--- src/rtl/sm83_timer.sv ---
// rtl/sm83_timer.sv - SM83 DIV/TIMA/TMA/TAC timer block with bus responder
// Optional delayed overflow reload selected by SM83_TIMER_OVF_DELAY_EN.
module sm83_timer (
    input  logic        clk,
    input  logic        rst,
    input  logic        bus_req,
    input  logic        bus_we,
    input  logic [15:0] bus_addr,
    input  logic [7:0]  bus_wdata,
    output logic [7:0]  bus_rdata,
    output logic        bus_ack,
    output logic        irq_timer
);

    logic [15:0] sys_cnt;
    logic [7:0]  tima;
    logic [7:0]  tma;
    logic [2:0]  tac;
    logic        tick_q;
    logic        irq_q;

    logic        hit;
    logic        wr;
    logic        div_wr;
    logic        tima_wr;
    logic        tma_wr;
    logic        tac_wr;
    logic        sel_bit;
    logic        tick_sig;
    logic        tick_fall;
    logic [7:0]  rd_data;
    logic [7:0]  tima_d;
    logic        irq_d;

    assign hit     = bus_req && (bus_addr[15:2] == 14'h3FC1);
    assign wr      = hit && bus_we;
    assign div_wr  = wr && (bus_addr[1:0] == 2'd0);
    assign tima_wr = wr && (bus_addr[1:0] == 2'd1);
    assign tma_wr  = wr && (bus_addr[1:0] == 2'd2);
    assign tac_wr  = wr && (bus_addr[1:0] == 2'd3);

    always_comb begin
        sel_bit = 1'b0;
        case (tac[1:0])
            2'd0: sel_bit = sys_cnt[9];
            2'd1: sel_bit = sys_cnt[3];
            2'd2: sel_bit = sys_cnt[5];
            2'd3: sel_bit = sys_cnt[7];
            default: sel_bit = 1'b0;
        endcase
    end

    // Edges produced by DIV clears or TAC changes fall out of this naturally.
    assign tick_sig  = tac[2] & sel_bit;
    assign tick_fall = tick_q & ~tick_sig;

    always_comb begin
        rd_data = 8'h00;
        case (bus_addr[1:0])
            2'd0: rd_data = sys_cnt[15:8];
            2'd1: rd_data = tima;
            2'd2: rd_data = tma;
            2'd3: rd_data = {5'b11111, tac};
            default: rd_data = 8'h00;
        endcase
    end

`ifdef SM83_TIMER_OVF_DELAY_EN
    typedef enum logic [1:0] {IDLE, OVF_WAIT, RELOAD} ovf_state_t;
    ovf_state_t state;
    ovf_state_t state_d;
    logic [1:0] wait_cnt;
    logic [1:0] wait_cnt_d;

    always_comb begin
        tima_d     = tima;
        irq_d      = 1'b0;
        state_d    = state;
        wait_cnt_d = wait_cnt;
        case (state)
            IDLE: begin
                if (tima_wr) begin
                    tima_d = bus_wdata;
                end else if (tick_fall) begin
                    if (tima == 8'hFF) begin
                        tima_d     = 8'h00;
                        state_d    = OVF_WAIT;
                        wait_cnt_d = 2'd0;
                    end else begin
                        tima_d = tima + 8'd1;
                    end
                end
            end
            OVF_WAIT: begin
                if (tima_wr) begin
                    tima_d  = bus_wdata;
                    state_d = IDLE;
                end else if (wait_cnt == 2'd3) begin
                    tima_d  = tma_wr ? bus_wdata : tma;
                    irq_d   = 1'b1;
                    state_d = RELOAD;
                end else begin
                    wait_cnt_d = wait_cnt + 2'd1;
                end
            end
            RELOAD: begin
                // TIMA already holds TMA; only a fresh TMA write may replace it.
                if (tma_wr) begin
                    tima_d = bus_wdata;
                end
                state_d = IDLE;
            end
            default: state_d = IDLE;
        endcase
    end

    always_ff @(posedge clk) begin
        if (rst) begin
            state    <= IDLE;
            wait_cnt <= 2'd0;
        end else begin
            state    <= state_d;
            wait_cnt <= wait_cnt_d;
        end
    end
`else
    always_comb begin
        tima_d = tima;
        irq_d  = 1'b0;
        if (tima_wr) begin
            tima_d = bus_wdata;
        end else if (tick_fall) begin
            if (tima == 8'hFF) begin
                tima_d = tma;
                irq_d  = 1'b1;
            end else begin
                tima_d = tima + 8'd1;
            end
        end
    end
`endif

    always_ff @(posedge clk) begin
        if (rst) begin
            sys_cnt   <= 16'h0000;
            tima      <= 8'h00;
            tma       <= 8'h00;
            tac       <= 3'b000;
            tick_q    <= 1'b0;
            irq_q     <= 1'b0;
            bus_ack   <= 1'b0;
            bus_rdata <= 8'h00;
        end else begin
            sys_cnt   <= div_wr ? 16'h0000 : sys_cnt + 16'd1;
            tima      <= tima_d;
            tick_q    <= tick_sig;
            irq_q     <= irq_d;
            bus_ack   <= hit;
            bus_rdata <= (hit && !bus_we) ? rd_data : 8'h00;
            if (tma_wr) begin
                tma <= bus_wdata;
            end
            if (tac_wr) begin
                tac <= bus_wdata[2:0];
            end
        end
    end

    // A reset landing on the pulse cycle suppresses it.
    assign irq_timer = irq_q & ~rst;

endmodule
--- config.mk ---
export PLATFORM = sky130hd
export DESIGN_NAME = sm83_timer
export DESIGN_NICKNAME = d
export VERILOG_FILES = /design/src/rtl/sm83_timer.sv
export SDC_FILE = /design/constraint.sdc
export NUM_CORES = 1
export LEC_CHECK = 0
export ABC_AREA = 1
export CAP_MARGIN = 10
export CORE_MARGIN = 5
export CORE_UTILIZATION = 45
export DETAILED_ROUTE_END_ITERATION = 12
export PLACE_DENSITY = 0.74
export RECOVER_POWER = 25
export SYNTH_ARGS = -nofsm -noshare
export SYNTH_HDL_FRONTEND = slang
export SYNTH_SLANG_ARGS = --single-unit
export TNS_END_PERCENT = 10
--- constraint.sdc ---
create_clock -name clk -period 1.5 [get_ports clk]
set_input_delay 0.15 -clock clk [delete_from_list [all_inputs] [get_ports clk]]
set_output_delay 0.15 -clock clk [all_outputs]
set_load 0.005 [all_outputs]
# --- Word level (Yosys, flattened, before mapping) ---
# Cells that the tools add are included.
word_totals:
  ff_bits: 46
  input_bits: 28
  output_inout_bits: 10
  wordCells: 45
classes:
  addsub: 2
  n_eq_ne: 8
  n_mux: 6
  bitwise_logic: 7
  n_reduce_logical: 14
ops:
  columns: ["cell", "n"]
  rows:
  - ["$pmux 8 s4", 1]
  - ["$mux 8", 3]
  - ["$add 16x1->16 const B", 1]
  - ["$eq 14x14->1 const B", 1]
  - ["$add 8x1->8 const B", 1]
  - ["$eq 2x2->1 const B", 4]
  - ["$eq 8x8->1 const B", 1]
  - ["$logic_and 1x1->1", 7]
  - ["$eq 2x1->1 const B", 2]
  - ["$logic_not 2->1", 2]
  - ["$not 1->1", 4]
  - ["$pmux 1 s4", 1]
  - ["$reduce_or 2->1", 2]
  - ["$and 1x1->1", 3]
  - ["$reduce_or 3->1", 1]
  - ["$reduce_bool 2->1", 1]
  - ["$logic_not 1->1", 1]
  - ["$mux 1", 1]

# --- Logic depth before layout (Yosys ltp) ---
depth:
  ltp_word: 7
  depth_mapped: 11
  ltp_nobuf: 10

# --- Worst setup path after synthesis ---
# Ideal clock, no wire load.
synth_timing:
  kind: "flip-flop to flip-flop"
  start: "register tima[0]"
  end: "register tima[5]"
  setup_time_ns: 0.109
  arrival_time_ns: 1.246
  required_ns: 1.391
  slack_ns: 0.145
  stages_incl_launch_ff: 11
  path_buffers: 0
  synth_period_minus_slack_ns: 1.355
  path_cell_list: "dfxtp_1 ha_1 nand2_2 nor2_4 nand2_2 nand3_1 nand2_1 nand3_1 nand3_1 nand2_1 inv_1"
synth_via:
  elab_chain_cells: 4
  elab_cells_between_ends: 5
  classes_between: "add/sub (1); eq/ne (1); mux (3)"
synth_rtl:
  columns: ["element", "line", "source"]
  rows:
  - ["start: declaration", "16", "logic [7:0] tima;"]
  - ["start signal: assignment", "155", "tima <= tima_d;"]
  - ["$add 8x1->8 or $eq 8x8->1 (tied branches)", "137, 133", null]
  - ["$mux 8 (*)", "133", "if (tima == 8'hFF) begin"]
  - ["$mux 8 (*)", "132", "end else if (tick_fall) begin"]
  - ["$mux 8 (*)", "130", "if (tima_wr) begin"]
# Mark *: on every way between the ends. The rest lies on a longest branch, timed or not. The select of a mux whose other input is x is not followed.
# A chain may end at the register's enable or synchronous reset.

# --- Worst setup path in the final report ---
layout_timing:
  start: "input port bus_addr[1]"
  end: "register bus_rdata[2]"
layout_via:
  elab_chain_cells: 2
  elab_cells_between_ends: 5
  classes_between: "eq/ne (3); mux (1); reduce/logical (1)"
layout_rtl:
  columns: ["element", "line", "source"]
  rows:
  - ["start: declaration", "8", "input logic [15:0] bus_addr,"]
  - ["$eq 2x2->1, or another cell as far along", "59", "case (bus_addr[1:0])"]
  - ["$pmux 8 s4 (*)", "59", null]
  - ["end signal: assignment", "159", "bus_rdata <= (hit && !bus_we) ? rd_data : 8'h00;"]
  - ["end: declaration", "10", "output logic [7:0] bus_rdata,"]
# Mark *: on every way between the ends. The rest lies on a longest branch, timed or not.

==> flow_summary.yaml <==
cts:
  holdBufCountCts: 0
  clk_latency_ns: 0.29
  cts_sinks: 46
  clock-root-buffer: "clkbuf_8"
  cts_tree: "built"
  clk_pin_slew_ns: 0.08
  cts-buffers-inserted: 5
  cts_buffer_depth: 2
  htree_levels: 2
floorplan:
  core_sq_um: 5140
  die_h_um: 82.8
  start_util: 0.464
  dieArea_sq_um: 6860
  fp-row-count: 26
  ios: 38
  chipWidth_um: 82.8
timing:
  rsz0062_at_grt: "true"
  tightest_slew_ns: 0.282
  slew_headroom: 0.811
  setup-violations-final: 0
  setup_ws_ns: 0.0752
  tns_ns: 0
  fmax_mhz: 702
  period_share: 0.950
  skew_ns: 0.00499
  slew_violations: 0
  fin_crit_ns: 1.42
  hold_violations: 0
layout:
  drive_above_1_share: 0.149
  final_util: 0.604
  fin_area_sq_um: 3110
  nets: 420
  antenna_cells: 0
  n_fill_cell: 517
  syn_to_final_growth_pct: 30.1
setup_path:
  cp-end-kind: "flop"
  criticalPathCategory: "in -> reg"
  cp_common_cell: "inv_1"
  worstPathArrival_ns: 1.60
  cp.required_ns: 1.67
  ff2ff_setup_slack_ns: 0.11
  cp_cell_sequence: "dlygate4sd3_1 -> inv_1 -> nand2_1 -> inv_1 -> a221oi_1 -> nor2_1"
  ff2ff_path_depth: 9
  crit_family: "buffers and inverters"
  crit_path_start_kind: "primary input"
  cp_max_fo: 7
  crit_path_top_delay_cell: "dlygate4sd3_1"
  worstSetupPathDepth: 6
  cpPeakStageDelay_ns: 0.70
  path_buf_inv: 3
pwr:
  clockPowerShare: 0.343
  combinationalPowerShare: 0.084
  p_total_mw: 2.14
  power_density_nw_per_um2: 691
  power.leakage_nw: 1.35
  switching_share: 0.215
  peakVddDrop_uv: 509
  power.internal_mw: 1.68
  power_frac_seq: 0.574
  p_switching_mw: 0.462
placement:
  port-buffer-count: 37
  place_hpwl_um: 4540
  globalplace.congestion: 0.870
  dpl-instance-area_sq_um: 2980
  place_ws_ns: -0.146
min_path:
  min_path_cells: 2
  hold_class: "in -> reg"
status:
  status: "complete, no violations"
drt:
  drc: 0
  first_pass_iters: 4
  drt_iter0_drc: 159
  drtAntennaViolNets: 0
  viasPerCell: 5.04
  dr_total_vias: 2314
  drt_wl_total_um: 5840
  wl_per_cell_um: 12.7
synthesis:
  yosysTopAreaCellShare: 0.386
  syn_nets: 363
  syn_area_sq_um: 2390
  synth_cell_types: 31
  ys_top_cells_by_area: "dfxtp_1 39%, nand3_1 12%, nand2_1 9.0%, nor2_1 8.2%, inv_1 5.7%"
  yosys_register_bits: 46
  ys_warn_count: 0
  syn_avg_cell_area_sq_um: 7.17
  yosysTopAreaCell: "dfxtp_1"
  postSynthCellCount: 333
  yosysSeqAreaShare: 0.386
grt:
  first_global_vias: 2200
  grt-ovfl-total: 0
  antenna_found_initial: 0
  grt_pass1_wl_um: 9790
  grt_max_degree: 18
  grt_usage: 0.172
run:
  max-cap-violations: 0
final cells by class:
class,count,area (sq um),share of cell area
inverter,40,153,0.0492
multi-input combinational,240,1310,0.422
timing repair buffer,57,548,0.176
tap,70,87.6,0.0282
clock buffer,6,82.6,0.0266
sequential,46,925,0.298
cell families after synthesis:
family,synth area share
AO/OA/AOI/OAI,0.0881
buffers and inverters,0.0833
adder cells (fa/ha/maj),0.0105
XOR/XNOR,0.0404
AND/OR/NAND/NOR,0.392
flip-flops,0.386
power groups by stage:
stage / Clock [mW] / Combinational, mW / Sequential [mW]
2_1_floorplan: 0 / 0.0631 / 1.26
3_3_place_gp: 0 / 0.182 / 1.26
3_5_place_dp: 0 / 0.184 / 1.26
4_1_cts: 0.760 / 0.184 / 1.23
5_1_grt: 0.814 / 0.193 / 1.23
6_report: 0.735 / 0.179 / 1.23
layer usage:
| metal | part of all wire | up-vias | track usage |
|---|---|---|---|
| met3 | 0.060 | 11 | 0.0416 |
| met1 | 0.43 | 1049 | 0.207 |
| met4 | 0.022 | 0 | 0.0713 |
| li1 | - | 1191 | - |
| met5 | 0 | - | 0 |
| met2 | 0.49 | 63 | 0.294 |
synthesized netlist by cell type:
cell and count:
ha_1 2, o21ai_0 15, xnor2_1 3, nand2_1 57, buf_6 2, nand3_4 1
nor3_4 1, buf_4 1, nor2_1 52, a221oi_1 6, dfxtp_1 46, buf_2 3
inv_1 36, nand4_4 1, or2_0 3, nor2_4 7, nor3_1 4, o22ai_1 1
nand4_1 3, o21bai_1 1, a21oi_1 6, nand3_1 55, o21ai_4 1, clkbuf_1 1
xor2_1 8, inv_2 4, a31oi_1 2, nand3_2 1, nand2_2 5, nor2_2 3
o21ai_1 2
cell usage in the layout, fill, tap and decap left out, types with 7 or more instances in the layout:
master / count
inv_1: 36
dlygate4sd3_1: 9
clkdlybuf4s50_1: 27
nand2_1: 56
nor2_4: 7
buf_4: 17
dfxtp_1: 43
xor2_1: 8
nand3_1: 55
nor2_1: 50
o21ai_0: 15
path summary, 6_finish.rpt:
check,from,to
max reg2reg,sys_cnt[3],tima[1]
min reg2reg,sys_cnt[0],sys_cnt[0]
max,bus_addr[1],bus_rdata[2]
min,rst,bus_ack
registers in the layout, summed over array words and instances (netlist names):
name and cells:
tick_q 1, tac 3, bus_ack 1, sys_cnt 16, bus_rdata 8, tma 8, tima 8, irq_q 1
metrics by stage:
step	cells	hold slack, ns
final	459	0.168
after global routing	459	0.196
after CTS	458	0.454
after detailed placement	452	0.440
after global placement	452	0.431
after floorplan	333	0.222
repair_timing:
action,CTS,global route
buffers inserted,0,1
gates resized for setup,0,14
setup endpoints to repair,0,12
No activity file was read; power rests on OpenSTA's default activity.
